--- src/rtl/uart_tx_fifo.sv ---
// Parametrised UART transmitter fed by a synchronous transmit FIFO.
// Frames are start, DATA_W data bits LSB first, optional parity, STOP_BITS stop bits.
module uart_tx_fifo #(
  parameter int DATA_W     = 8,
  parameter int CLK_DIV    = 868,
  parameter int PARITY     = 0,
  parameter int STOP_BITS  = 1,
  parameter int FIFO_DEPTH = 16
) (
  input  logic                          clk,
  input  logic                          rst,
  input  logic                          in_valid,
  input  logic [DATA_W-1:0]             in_data,
  output logic                          in_ready,
  output logic [$clog2(FIFO_DEPTH):0]   fifo_level,
  output logic                          tx,
  output logic                          busy
);

  localparam int AW = $clog2(FIFO_DEPTH);
  localparam int LW = AW + 1;
  localparam int DW = $clog2(CLK_DIV);
  localparam int BW = $clog2(DATA_W);

  localparam logic [DW-1:0] DIV_LAST  = DW'(CLK_DIV - 1);
  localparam logic [DW-1:0] DIV_ONE   = DW'(1);
  localparam logic [DW-1:0] DIV_ZERO  = DW'(0);
  localparam logic [BW-1:0] BIT_LAST  = BW'(DATA_W - 1);
  localparam logic [BW-1:0] BIT_ONE   = BW'(1);
  localparam logic [BW-1:0] BIT_ZERO  = BW'(0);
  localparam logic [LW-1:0] LVL_FULL  = LW'(FIFO_DEPTH);
  localparam logic [LW-1:0] LVL_ONE   = LW'(1);
  localparam logic [LW-1:0] LVL_ZERO  = LW'(0);
  localparam logic [AW-1:0] PTR_ONE   = AW'(1);
  localparam logic [AW-1:0] PTR_ZERO  = AW'(0);
  localparam logic          STOP_LAST = 1'(STOP_BITS - 1);

  typedef enum logic [2:0] {
    ST_IDLE   = 3'd0,
    ST_START  = 3'd1,
    ST_DATA   = 3'd2,
    ST_PARITY = 3'd3,
    ST_STOP   = 3'd4
  } state_t;

  state_t              state_q, state_d;
  logic [DW-1:0]       div_q, div_d;
  logic [BW-1:0]       bit_q, bit_d;
  logic                stop_q, stop_d;
  logic [DATA_W-1:0]   sh_q, sh_d;
  logic                par_q, par_d;
  logic                tx_q, tx_d;
  logic                busy_q, busy_d;
  logic [AW-1:0]       wr_q, wr_d, rd_q, rd_d;
  logic [LW-1:0]       lvl_q, lvl_d;
  logic [DATA_W-1:0]   mem_q [FIFO_DEPTH];

  logic                push_s, pop_s, nempty_s, bit_end_s;
  logic [DATA_W-1:0]   head_s;

  function automatic logic parity_of(input logic [DATA_W-1:0] w);
    if (PARITY == 2) parity_of = ^w;
    else             parity_of = ~^w;
  endfunction

  assign in_ready   = (lvl_q != LVL_FULL);
  assign push_s     = in_valid && in_ready;
  assign nempty_s   = (lvl_q != LVL_ZERO);
  assign head_s     = mem_q[rd_q];
  assign bit_end_s  = (div_q == DIV_LAST);
  assign fifo_level = lvl_q;
  assign tx         = tx_q;
  assign busy       = busy_q;

  // Storage array carries no reset: the pointers alone define which entries are valid.
  always_ff @(posedge clk) begin
    if (push_s) mem_q[wr_q] <= in_data;
  end

  // FIFO pointer and occupancy next-state.
  always_comb begin
    wr_d  = wr_q;
    rd_d  = rd_q;
    lvl_d = lvl_q;
    if (push_s) wr_d = wr_q + PTR_ONE;
    else        wr_d = wr_q;
    if (pop_s)  rd_d = rd_q + PTR_ONE;
    else        rd_d = rd_q;
    case ({push_s, pop_s})
      2'b10:   lvl_d = lvl_q + LVL_ONE;
      2'b01:   lvl_d = lvl_q - LVL_ONE;
      default: lvl_d = lvl_q;
    endcase
  end

  // Frame sequencer: bit timing, shifting and the line value for the next cycle.
  always_comb begin
    state_d = state_q;
    div_d   = div_q;
    bit_d   = bit_q;
    stop_d  = stop_q;
    sh_d    = sh_q;
    par_d   = par_q;
    tx_d    = tx_q;
    pop_s   = 1'b0;
    case (state_q)
      ST_IDLE: begin
        tx_d  = 1'b1;
        pop_s = nempty_s;
      end
      ST_START: begin
        if (bit_end_s) begin
          div_d   = DIV_ZERO;
          bit_d   = BIT_ZERO;
          tx_d    = sh_q[0];
          state_d = ST_DATA;
        end else begin
          div_d = div_q + DIV_ONE;
        end
      end
      ST_DATA: begin
        if (bit_end_s) begin
          div_d = DIV_ZERO;
          if (bit_q == BIT_LAST) begin
            if (PARITY != 0) begin
              state_d = ST_PARITY;
              tx_d    = par_q;
            end else begin
              state_d = ST_STOP;
              tx_d    = 1'b1;
              stop_d  = 1'b0;
            end
          end else begin
            bit_d = bit_q + BIT_ONE;
            sh_d  = sh_q >> 1;
            tx_d  = sh_q[1];
          end
        end else begin
          div_d = div_q + DIV_ONE;
        end
      end
      ST_PARITY: begin
        if (bit_end_s) begin
          div_d   = DIV_ZERO;
          state_d = ST_STOP;
          tx_d    = 1'b1;
          stop_d  = 1'b0;
        end else begin
          div_d = div_q + DIV_ONE;
        end
      end
      ST_STOP: begin
        if (bit_end_s) begin
          div_d = DIV_ZERO;
          if (stop_q == STOP_LAST) begin
            if (nempty_s) begin
              pop_s = 1'b1;
            end else begin
              state_d = ST_IDLE;
              tx_d    = 1'b1;
            end
          end else begin
            stop_d = 1'b1;
          end
        end else begin
          div_d = div_q + DIV_ONE;
        end
      end
      default: begin
        state_d = ST_IDLE;
        div_d   = DIV_ZERO;
        tx_d    = 1'b1;
      end
    endcase
    // A pop always launches a start bit on the same edge, from IDLE or straight out of STOP.
    if (pop_s) begin
      sh_d    = head_s;
      par_d   = parity_of(head_s);
      tx_d    = 1'b0;
      div_d   = DIV_ZERO;
      state_d = ST_START;
    end else begin
      sh_d = sh_d;
    end
    busy_d = (state_d != ST_IDLE);
  end

  // Control and line registers; reset idles the line immediately and flushes the FIFO.
  always_ff @(posedge clk or posedge rst) begin
    if (rst) begin
      state_q <= ST_IDLE;
      div_q   <= DIV_ZERO;
      bit_q   <= BIT_ZERO;
      stop_q  <= 1'b0;
      sh_q    <= {DATA_W{1'b0}};
      par_q   <= 1'b0;
      tx_q    <= 1'b1;
      busy_q  <= 1'b0;
      wr_q    <= PTR_ZERO;
      rd_q    <= PTR_ZERO;
      lvl_q   <= LVL_ZERO;
    end else begin
      state_q <= state_d;
      div_q   <= div_d;
      bit_q   <= bit_d;
      stop_q  <= stop_d;
      sh_q    <= sh_d;
      par_q   <= par_d;
      tx_q    <= tx_d;
      busy_q  <= busy_d;
      wr_q    <= wr_d;
      rd_q    <= rd_d;
      lvl_q   <= lvl_d;
    end
  end

endmodule

--- config.mk ---
export PLATFORM = sky130hd
export DESIGN_NAME = uart_tx_fifo
export DESIGN_NICKNAME = d
export VERILOG_FILES = /design/src/rtl/uart_tx_fifo.sv
export SDC_FILE = /design/constraint.sdc
export NUM_CORES = 1
export LEC_CHECK = 0
export CAP_MARGIN = 20
export CORE_MARGIN = 2
export CORE_UTILIZATION = 55
export CTS_CLUSTER_DIAMETER = 200
export CTS_CLUSTER_SIZE = 28
export DETAILED_ROUTE_END_ITERATION = 7
export PLACE_DENSITY = 0.72
export REMOVE_ABC_BUFFERS = 1
export SYNTH_ARGS = -nofsm -noshare
export SYNTH_HDL_FRONTEND = slang
export SYNTH_SLANG_ARGS = --single-unit
--- constraint.sdc ---
create_clock -name clk -period 4.7 [get_ports clk]
set_input_delay 0.705 -clock clk [delete_from_list [all_inputs] [get_ports clk]]
set_output_delay 0.705 -clock clk [all_outputs]
set_load 0.02 [all_outputs]
* Yosys cells after proc, flatten, opt, wreduce, memory -nomap -nowiden
Memories as Yosys holds them, arrays and structs flattened.
Index checks and enable logic that the tools add are counted.
** Operators by class
- Equality and inequality tests :: 23
- Muxes and demuxes :: 42
- Add/subtract/negate cells :: 6
- Reductions and logical operators :: 14
** Operator list (count)
- 3-bit 2-to-1 mux :: 11
- 8-bit 2-to-1 mux :: 4
- 10-bit 2-to-1 mux :: 2
- 10-bit case mux with 2 select lines :: 1
- 1-bit 2-to-1 mux :: 18
- 3-bit != test (second input constant) :: 6
- 2-bit != test (second input constant) :: 8
- 3-bit case mux with 5 select lines :: 1
- 10-bit by 1-bit adder with 10-bit output (second input constant) :: 1
- 10-bit equality test (second input constant) :: 1
- 5-bit case mux with 2 select lines :: 1
- 4-bit by 1-bit adder with 4-bit output (second input constant) :: 2
- 2-bit nonzero test :: 4
- 3-bit by 2-bit equality test with 1-bit output (second input constant) :: 2
- 3-bit equality test (second input constant) :: 2
- 3-bit case mux with 2 select lines :: 1
- 6-bit AND reduction :: 1
- 3-bit nonzero test :: 2
- 5-bit by 1-bit adder with 5-bit output (second input constant) :: 1
- 5-bit != test (second input constant) :: 1
- 5-bit AND reduction :: 1
- 5-bit nonzero test :: 1
- 5-bit by 1-bit subtractor with 5-bit output (second input constant) :: 1
- 1-bit case mux with 4 select lines :: 1
- 11 further kinds :: 11
** Word-level totals
- Input port bits :: 11
- Bits in writable memories :: 128
- Word-level logic and storage cells :: 96
- Memories :: 1
- Output and inout port bits :: 8
- Register bits :: 40
** Memories
- mem_q :: words 16, width 8, rd ports 1, clocked after Yosys merged registers in 0, wr ports 1, RTL line 56 : logic [DATA_W-1:0] mem_q [FIFO_DEPTH];

* Longest topological paths before layout
Gate-level depths: netlist (run 1).
- Depth in word-level cells :: 7
- Depth in mapped cells :: 16
- Gate-level depth less buffers :: 13

* Worst setup path before layout (run 1)
Ideal clock, no wire load.
- Kind :: register to register
- Start :: register lvl_q[1], in the netlist fifo_level[1]
- End :: register lvl_q[4], in the netlist fifo_level[4]
- Stages on the path, launching flop included :: 16
- Clock period less this slack :: 3.131 ns
- Setup time :: 0.080 ns
- Path slack :: 1.569 ns
- Path buffers :: 3
- Data required time :: 4.620 ns
- Arrival time :: 3.051 ns
- Cell sequence :: dfrtp_1 buf_6 nor4_2 nand2_1 and2_1 clkbuf_1 inv_1 ha_1 clkbuf_1 xor2_1 ha_1 inv_1 o21ai_0 a21o_1 a221oi_1 xnor2_1
** Between the ends
- Elaborated cells on any way between the ends :: 13
- Classes of those cells :: add/sub: 2; eq/ne: 3; mux: 5; reduce/logical: 3
** RTL lines
- start: declaration :: RTL line 55 : logic [LW-1:0] lvl_q, lvl_d;
- start signal: assignment :: RTL line 213 : lvl_q <= lvl_d;
- 5-bit != test * :: RTL line 66 : assign in_ready = (lvl_q != LVL_FULL);
- via in_ready :: RTL line 14 : output logic in_ready,
- 1-bit logical AND * :: RTL line 67 : assign push_s = in_valid && in_ready;
- 2-bit by 1-bit equality test with 1-bit output or 2-bit equality test (tied branches) :: RTL line 89 : case ({push_s, pop_s})
- 5-bit case mux with 2 select lines or 2-bit nonzero test (tied branches)
The timed path passes the listed nets; every way through them passes the cells marked *.
A chain may end at the register's enable or synchronous reset.

* Final worst setup path (run 1)
- Start :: register div_q[0]
- End :: register lvl_q[4], in the netlist fifo_level[4]
** Between the ends
- Cells in the longest elaborated chain, start to end :: 5
- Elaborated cells on any way between the ends :: 7
- Classes of those cells :: eq/ne: 3; mux: 3; reduce/logical: 1
** Ends and longest elaborated chain
- start: declaration :: RTL line 47 : logic [DW-1:0] div_q, div_d;
- start signal: assignment :: RTL line 204 : div_q <= div_d;
- 10-bit equality test * :: RTL line 70 : assign bit_end_s = (div_q == DIV_LAST);
- 1-bit 2-to-1 mux * :: RTL line 153 : if (bit_end_s) begin
- 1-bit case mux with 2 select lines * :: RTL line 106 : case (state_q)
- 2-bit by 1-bit equality test with 1-bit output or 2-bit equality test (tied branches) :: RTL line 89
- 5-bit case mux with 2 select lines or 2-bit nonzero test (tied branches)
Every way passes the cells marked *; elsewhere a longest branch is shown, timed or not.

==> impl_metrics.py, run 1 <==
metrics = {
    "grt": {
        "top_usage_layer": "met2",
        "grt_overflow": 0,
        "grtUsageMet2_pct": 34.1,
        "antenna_found_initial": 0,
        "grtUsageMet3_pct": 6.23,
        "grt_pass1_vias": 3741,
        "grt_use_total_pct": 21.2,
        "grt_pass1_wl_mm": 20.6,
        "grt_max_degree": 40,
        "met1_usage_pct": 28.7,
    },
    "status": {
        "status": "finished clean",
    },
    "timing": {
        "drv_slew": 0,
        "fin_tns_setup_ps": 0,
        "setup_violations": 0,
        "fin_skew_ps": 12.3,
        "worst_pin_slew_ps": 966,
        "rsz0062_at_grt": "no",
        "fin_crit_ps": 3280,
        "finalWorstSetupSlack_ps": 1420,
        "period_share_pct": 69.8,
        "finalHoldViolations": 0,
        "relSlewSlack_pct": 35.6,
        "clock.fmax_ghz": 0.305,
    },
    "pwr": {
        "power.leakage_nw": 2.80,
        "finalPower_w": 0.00367,
        "ir_drop_mv": 0.345,
        "p_per_area_nw_per_um2": 459,
    },
    "placement": {
        "place_area_sq_um": 7380,
        "dpl_worst_slack_ps": 1440,
        "place_hpwl_mm": 8.73,
        "io_buffers": 18,
        "gp_congestion": 0.826,
    },
    "routing": {
        "wl_per_cell_um": 21.0,
        "drt_pass1_iterations": 5,
        "drt_iter0_drc": 293,
        "routed_wl_mm": 13.4,
        "vias": 3779,
        "drc": 0,
        "antenna_left": 0,
        "avgViaCountPerCell": 5.93,
    },
    "clocking": {
        "numCtsBuffers": 17,
        "path_clk_slew_ps": 70,
        "cts_sinks": 167,
        "hold_buffers": 0,
        "cts_max_level": 4,
        "root_buffer": "clkbuf_16",
        "cts_setup_buffers": 0,
        "cts.path.max_buffers": 2,
        "ctsResizeCount": 0,
        "cts_tree": "done",
        "clk_latency_ps": 430,
    },
    "worst_setup_path": {
        "critPathLaunchType": "register",
        "crit_start": "div_q[0]$_DFFE_PP0P_",
        "ff2ff_setup_slack_ps": 1420,
        "r2r_start": "div_q[0]$_DFFE_PP0P_",
        "crit_type": "register to register",
        "arrival_ps": 3630,
        "worstSetupEndpoint": "fifo_level[4]$_DFFE_PP0P_",
        "reg2regPathDepth": 13,
        "cp_max_fo": 14,
        "cp-end-kind": "register",
        "required_ps": 5050,
        "rr_endpoint": "fifo_level[4]$_DFFE_PP0P_",
    },
    "floorplanning": {
        "die_x_um": 117,
        "start_util_pct": 56.1,
        "core-area_sq_um": 12600,
        "fp-row-count": 41,
        "die_area_sq_um": 13700,
        "pin_count": 19,
        "die_h_um": 117,
    },
    "synth": {
        "synthArstFlopShare_pct": 23.4,
        "ys_seq_area_share_pct": 68.4,
        "syn_inst": 433,
        "yosysUniqueCellTypes": 52,
        "synth_edf_count": 128,
        "synth_area_sq_um": 7050,
        "synth_seq_cells": 167,
        "synthFlopType": "edfxtp_1",
        "yosys_warnings": 0,
        "synth.avg_cell_area_sq_um": 16.3,
    },
    "job": {
        "maxCapViolCount": 0,
    },
    "worst_hold_path": {
        "min_path_type": "register to register",
    },
    "layout": {
        "areaGrowthSynthToFinish_pct": 13.3,
        "n_antenna_cell": 0,
        "design_area_sq_um": 7980,
        "final_nets": 475,
        "final_cell_mix": "128 x edfxtp_1, 36 x dfrtp_1, 33 x mux4_2",
        "fill_cells": 875,
        "drive_gt1_share_pct": 17.8,
        "final_common_cell": "edfxtp_1",
        "postLayoutCoreUtil_pct": 63.5,
    },
}
## per-layer routing
layer  vias up  wire (um)
li1       1731          -
met1      1954       5790
met2        88       6900
met3         6        575
met4         0         96
met5         -          0
## logic make-up after synthesis
kind of cell	share of synthesized area (%)
AND/OR/NAND/NOR	7.29
XOR/XNOR	2.48
flip-flops	68.4
multiplexers	11.1
adder cells (fa/ha/maj)	2.13
buffers and inverters	2.08
AO/OA/AOI/OAI	6.48
## flip-flops by register name (all words and copies together), names as in the netlist
register,flops
sh_q,8
tx,1
fifo_level,5
div_q,10
rd_q,4
state_q,3
mem_q,128
busy,1
bit_q,3
wr_q,4
## final cells by class
cell class | instances | area [sq um] | area share (%)
Clock buffer | 17 | 425 | 5.33
Clock inverter | 15 | 183 | 2.29
Inverter | 8 | 30.0 | 0.376
Multi-Input combinational cell | 234 | 2080 | 26.1
Sequential cell | 167 | 4820 | 60.4
Tap cell | 172 | 215 | 2.70
Timing Repair Buffer | 24 | 225 | 2.82
## power by group
group | total, W | internal, W | switching [W]
logic | 0.000409 | 0.000164 | 0.000245
registers | 0.00185 | 0.00175 | 0.000103
clock network | 0.00141 | 0.000806 | 0.000604
## critical path: stages, from the launching register on
cell	delay (ps)
dfrtp_1	400
ha_1	270
nand4b_1	220
o31ai_4	360
nand2_2	220
inv_2	230
ha_1	380
xor2_1	110
ha_1	230
inv_1	60
o21ai_0	70
a21o_1	180
a221oi_1	330
xnor2_1	150
## through the flow
stage,cells,hold WS (ps)
6_report,637,482
5_1_grt,637,507
4_1_cts,637,486
3_5_place_dp,605,471
3_3_place_gp,605,464
2_1_floorplan,409,451
## how the worst min path moves through the flow
stage | cells after the start | slack, ps | end | start
2_1_floorplan | 1 | 450 | sh_q[3]$_DFFE_PP0P_ | sh_q[3]$_DFFE_PP0P_
5_1_grt | 1 | 510 | sh_q[0]$_DFFE_PP0P_ | sh_q[0]$_DFFE_PP0P_
6_report | 1 | 480 | sh_q[4]$_DFFE_PP0P_ | sh_q[4]$_DFFE_PP0P_
4_1_cts | 1 | 490 | sh_q[6]$_DFFE_PP0P_ | sh_q[6]$_DFFE_PP0P_
3_5_place_dp | 1 | 470 | sh_q[6]$_DFFE_PP0P_ | sh_q[6]$_DFFE_PP0P_
3_3_place_gp | 1 | 460 | sh_q[3]$_DFFE_PP0P_ | sh_q[3]$_DFFE_PP0P_
## cell usage after synthesis (7+ instances only)
master | n | area, sq um
edfxtp_1 | 128 | 3840
nand2_1 | 22 | 82.6
mux4_2 | 33 | 743
dfrtp_1 | 38 | 951
xnor2_1 | 7 | 61.3
ha_1 | 12 | 150
nor3_1 | 8 | 40.0
xor2_1 | 13 | 114
a21oi_1 | 14 | 70.1
inv_1 | 7 | 26.3
nor2_1 | 31 | 116
a22oi_1 | 13 | 97.6
clkbuf_1 | 12 | 45.0
o21ai_0 | 10 | 50.1
Note: power is estimated with default switching activity, not from simulation.
==> run 2, diff against run 1 <==
--- a/config.mk
+++ b/config.mk
@@ -11,7 +11,7 @@
 export CTS_CLUSTER_DIAMETER = 200
 export CTS_CLUSTER_SIZE = 28
 export DETAILED_ROUTE_END_ITERATION = 7
-export PLACE_DENSITY = 0.72
+export PLACE_DENSITY = 0.75
 export REMOVE_ABC_BUFFERS = 1
 export SYNTH_ARGS = -nofsm -noshare
 export SYNTH_HDL_FRONTEND = slang
==> constraint.sdc (replaced) <==
create_clock -name clk -period 2.65 [get_ports clk]
set_input_delay 0.3975 -clock clk [delete_from_list [all_inputs] [get_ports clk]]
set_output_delay 0.3975 -clock clk [all_outputs]
set_load 0.02 [all_outputs]
==> impl_metrics.py, run 2 (synthesis results as in run 1) <==
metrics = {
    "status": {
        "status": "finished clean",
    },
    "pwr": {
        "power.leakage_nw": 2.96,
        "p_sw_w": 0.00170,
        "clockPowerShare_pct": 37.3,
        "p_seq_share_pct": 49.0,
        "p_per_area_nw_per_um2": 796,
        "finalPower_w": 0.00658,
        "ir_drop_mv": 0.820,
        "pwr-share-comb_pct": 13.7,
        "swShare_pct": 25.8,
        "p_int_w": 0.00488,
    },
    "timing": {
        "relSlewSlack_pct": 31.0,
        "fin_crit_ps": 2530,
        "setup_violations": 0,
        "clock.fmax_ghz": 0.395,
        "drv_slew": 0,
        "finalHoldViolations": 0,
        "worst_pin_slew_ps": 1040,
        "period_share_pct": 95.6,
        "fin_skew_ps": 6.26,
        "fin_tns_setup_ps": 0,
    },
    "clocking": {
        "root_buffer": "clkbuf_16",
        "cts.path.max_buffers": 2,
        "hold_buffers": 0,
        "clk_latency_ps": 430,
        "cts_max_level": 4,
        "numCtsBuffers": 17,
        "cts_sinks": 167,
        "path_clk_slew_ps": 60,
        "cts_tree": "done",
    },
    "worst_hold_path": {
        "min_path_type": "input port to async pin",
    },
    "floorplanning": {
        "start_util_pct": 56.1,
        "die_x_um": 117,
        "core-area_sq_um": 12600,
        "pin_count": 19,
        "fp-row-count": 41,
        "die_h_um": 117,
        "die_area_sq_um": 13700,
    },
    "worst_setup_path": {
        "critPathLaunchType": "register",
        "crit_type": "register to register",
        "reg2regPathDepth": 13,
        "arrival_ps": 2840,
        "cp-end-kind": "register",
        "required_ps": 2960,
        "cp_max_fo": 5,
    },
    "grt": {
        "top_usage_layer": "met2",
        "antenna_found_initial": 0,
        "grtUsageMet3_pct": 7.21,
        "grtUsageMet2_pct": 37.9,
        "grt_pass1_wl_mm": 22.1,
        "grt_overflow": 0,
        "grt_pass1_vias": 3972,
        "grt_use_total_pct": 22.7,
        "grt_max_degree": 40,
        "met1_usage_pct": 29.0,
    },
    "layout": {
        "postLayoutCoreUtil_pct": 65.7,
        "fill_cells": 835,
        "drive_gt1_share_pct": 23.9,
        "areaGrowthSynthToFinish_pct": 17.1,
        "final_nets": 507,
        "final_common_cell": "edfxtp_1",
        "n_antenna_cell": 0,
        "fin_cells": 669,
        "top_regs": "mem_q x128, div_q x10, sh_q x8",
        "final_cell_mix": "128 x edfxtp_1, 37 x dfrtp_1, 36 x buf_4",
        "largest_register_ffs": 128,
        "design_area_sq_um": 8260,
        "top_register": "mem_q",
    },
    "routing": {
        "drc": 0,
        "drt_pass1_iterations": 5,
        "wl_per_cell_um": 21.3,
        "vias": 4029,
        "antenna_left": 0,
        "avgViaCountPerCell": 6.02,
        "drt_iter0_drc": 370,
        "routed_wl_mm": 14.3,
    },
    "job": {
        "maxCapViolCount": 0,
    },
    "placement": {
        "place_hpwl_mm": 8.92,
        "place_area_sq_um": 7610,
        "placed_cells": 633,
        "gp_congestion": 0.855,
        "io_buffers": 18,
    },
}
## run 2: routing by layer
| metal | wire (um) | vias to the layer above |
|---|---|---|
| met4 | 238 | 0 |
| met5 | 0 | - |
| met1 | 5940 | 2083 |
| met3 | 746 | 17 |
| met2 | 7350 | 137 |
| li1 | - | 1792 |
## run 2: critical path, cell delays in order, from the launching register on
cell,delay [ps]
dfrtp_1,370
ha_2,190
nand4b_1,160
o31ai_4,370
nand2_2,100
inv_2,70
ha_2,180
xor2_1,190
ha_2,230
inv_1,40
o21ai_0,160
a21o_1,150
a221oi_2,60
xnor2_1,130
## run 2: cell type report
type | count | area [sq um] | share of cell area [%]
flip-flops and latches | 167 | 4820 | 58.4
repair buffers | 56 | 490 | 5.94
multi-input cells | 234 | 2110 | 25.5
clock buffers | 17 | 425 | 5.15
clock inverters | 15 | 165 | 2.00
well taps | 172 | 215 | 2.61
inverters | 8 | 30.0 | 0.364
## run 2: path summary, 6_finish.rpt
path,start,to,slack (ps)
max,div_q[0]$_DFFE_PP0P_,fifo_level[4]$_DFFE_PP0P_,120
min,rst,fifo_level[3]$_DFFE_PP0P_,380
max reg2reg,div_q[0]$_DFFE_PP0P_,fifo_level[4]$_DFFE_PP0P_,120
min reg2reg,sh_q[4]$_DFFE_PP0P_,sh_q[4]$_DFFE_PP0P_,480
max in group asynchronous,rst,rd_q[0]$_DFFE_PP0N_,1900
min in group clk,sh_q[4]$_DFFE_PP0P_,sh_q[4]$_DFFE_PP0P_,480
## run 2: repair_timing
action | in CTS | in global routing
endpoints found under the setup margin | 1 | 1
pin swaps | 1 | 4
buffers inserted | 0 | 4
gates resized for setup | 0 | 5
## run 2: power groups by stage
| stage | clock, W | sequential [W] | combinational, W |
|---|---|---|---|
| 3_5_place_dp | 0 | 0.00327 | 0.000886 |
| 4_1_cts | 0.00248 | 0.00322 | 0.000893 |
| 5_1_grt | 0.00259 | 0.00325 | 0.000977 |
| 2_1_floorplan | 0 | 0.00332 | 0.000407 |
| 3_3_place_gp | 0 | 0.00325 | 0.000841 |
| 6_report | 0.00245 | 0.00322 | 0.000902 |
## run 2: per-stage QoR
stage | setup slack, ps | hold slack [ps]
6_report | 118 | 383
5_1_grt | -41.6 | 466
4_1_cts | 14.5 | 400
3_5_place_dp | 52.1 | 469
3_3_place_gp | 115 | 465
2_1_floorplan | -244 | 451
==> run 3, diff against run 2 <==
--- a/config.mk
+++ b/config.mk
@@ -9,7 +9,7 @@
 export CORE_MARGIN = 2
 export CORE_UTILIZATION = 55
 export CTS_CLUSTER_DIAMETER = 200
-export CTS_CLUSTER_SIZE = 28
+export CTS_CLUSTER_SIZE = 24
 export DETAILED_ROUTE_END_ITERATION = 7
 export PLACE_DENSITY = 0.75
 export REMOVE_ABC_BUFFERS = 1
==> results of run 3 <==
The final DEF is identical to that of run 2; final timing and power are the same.
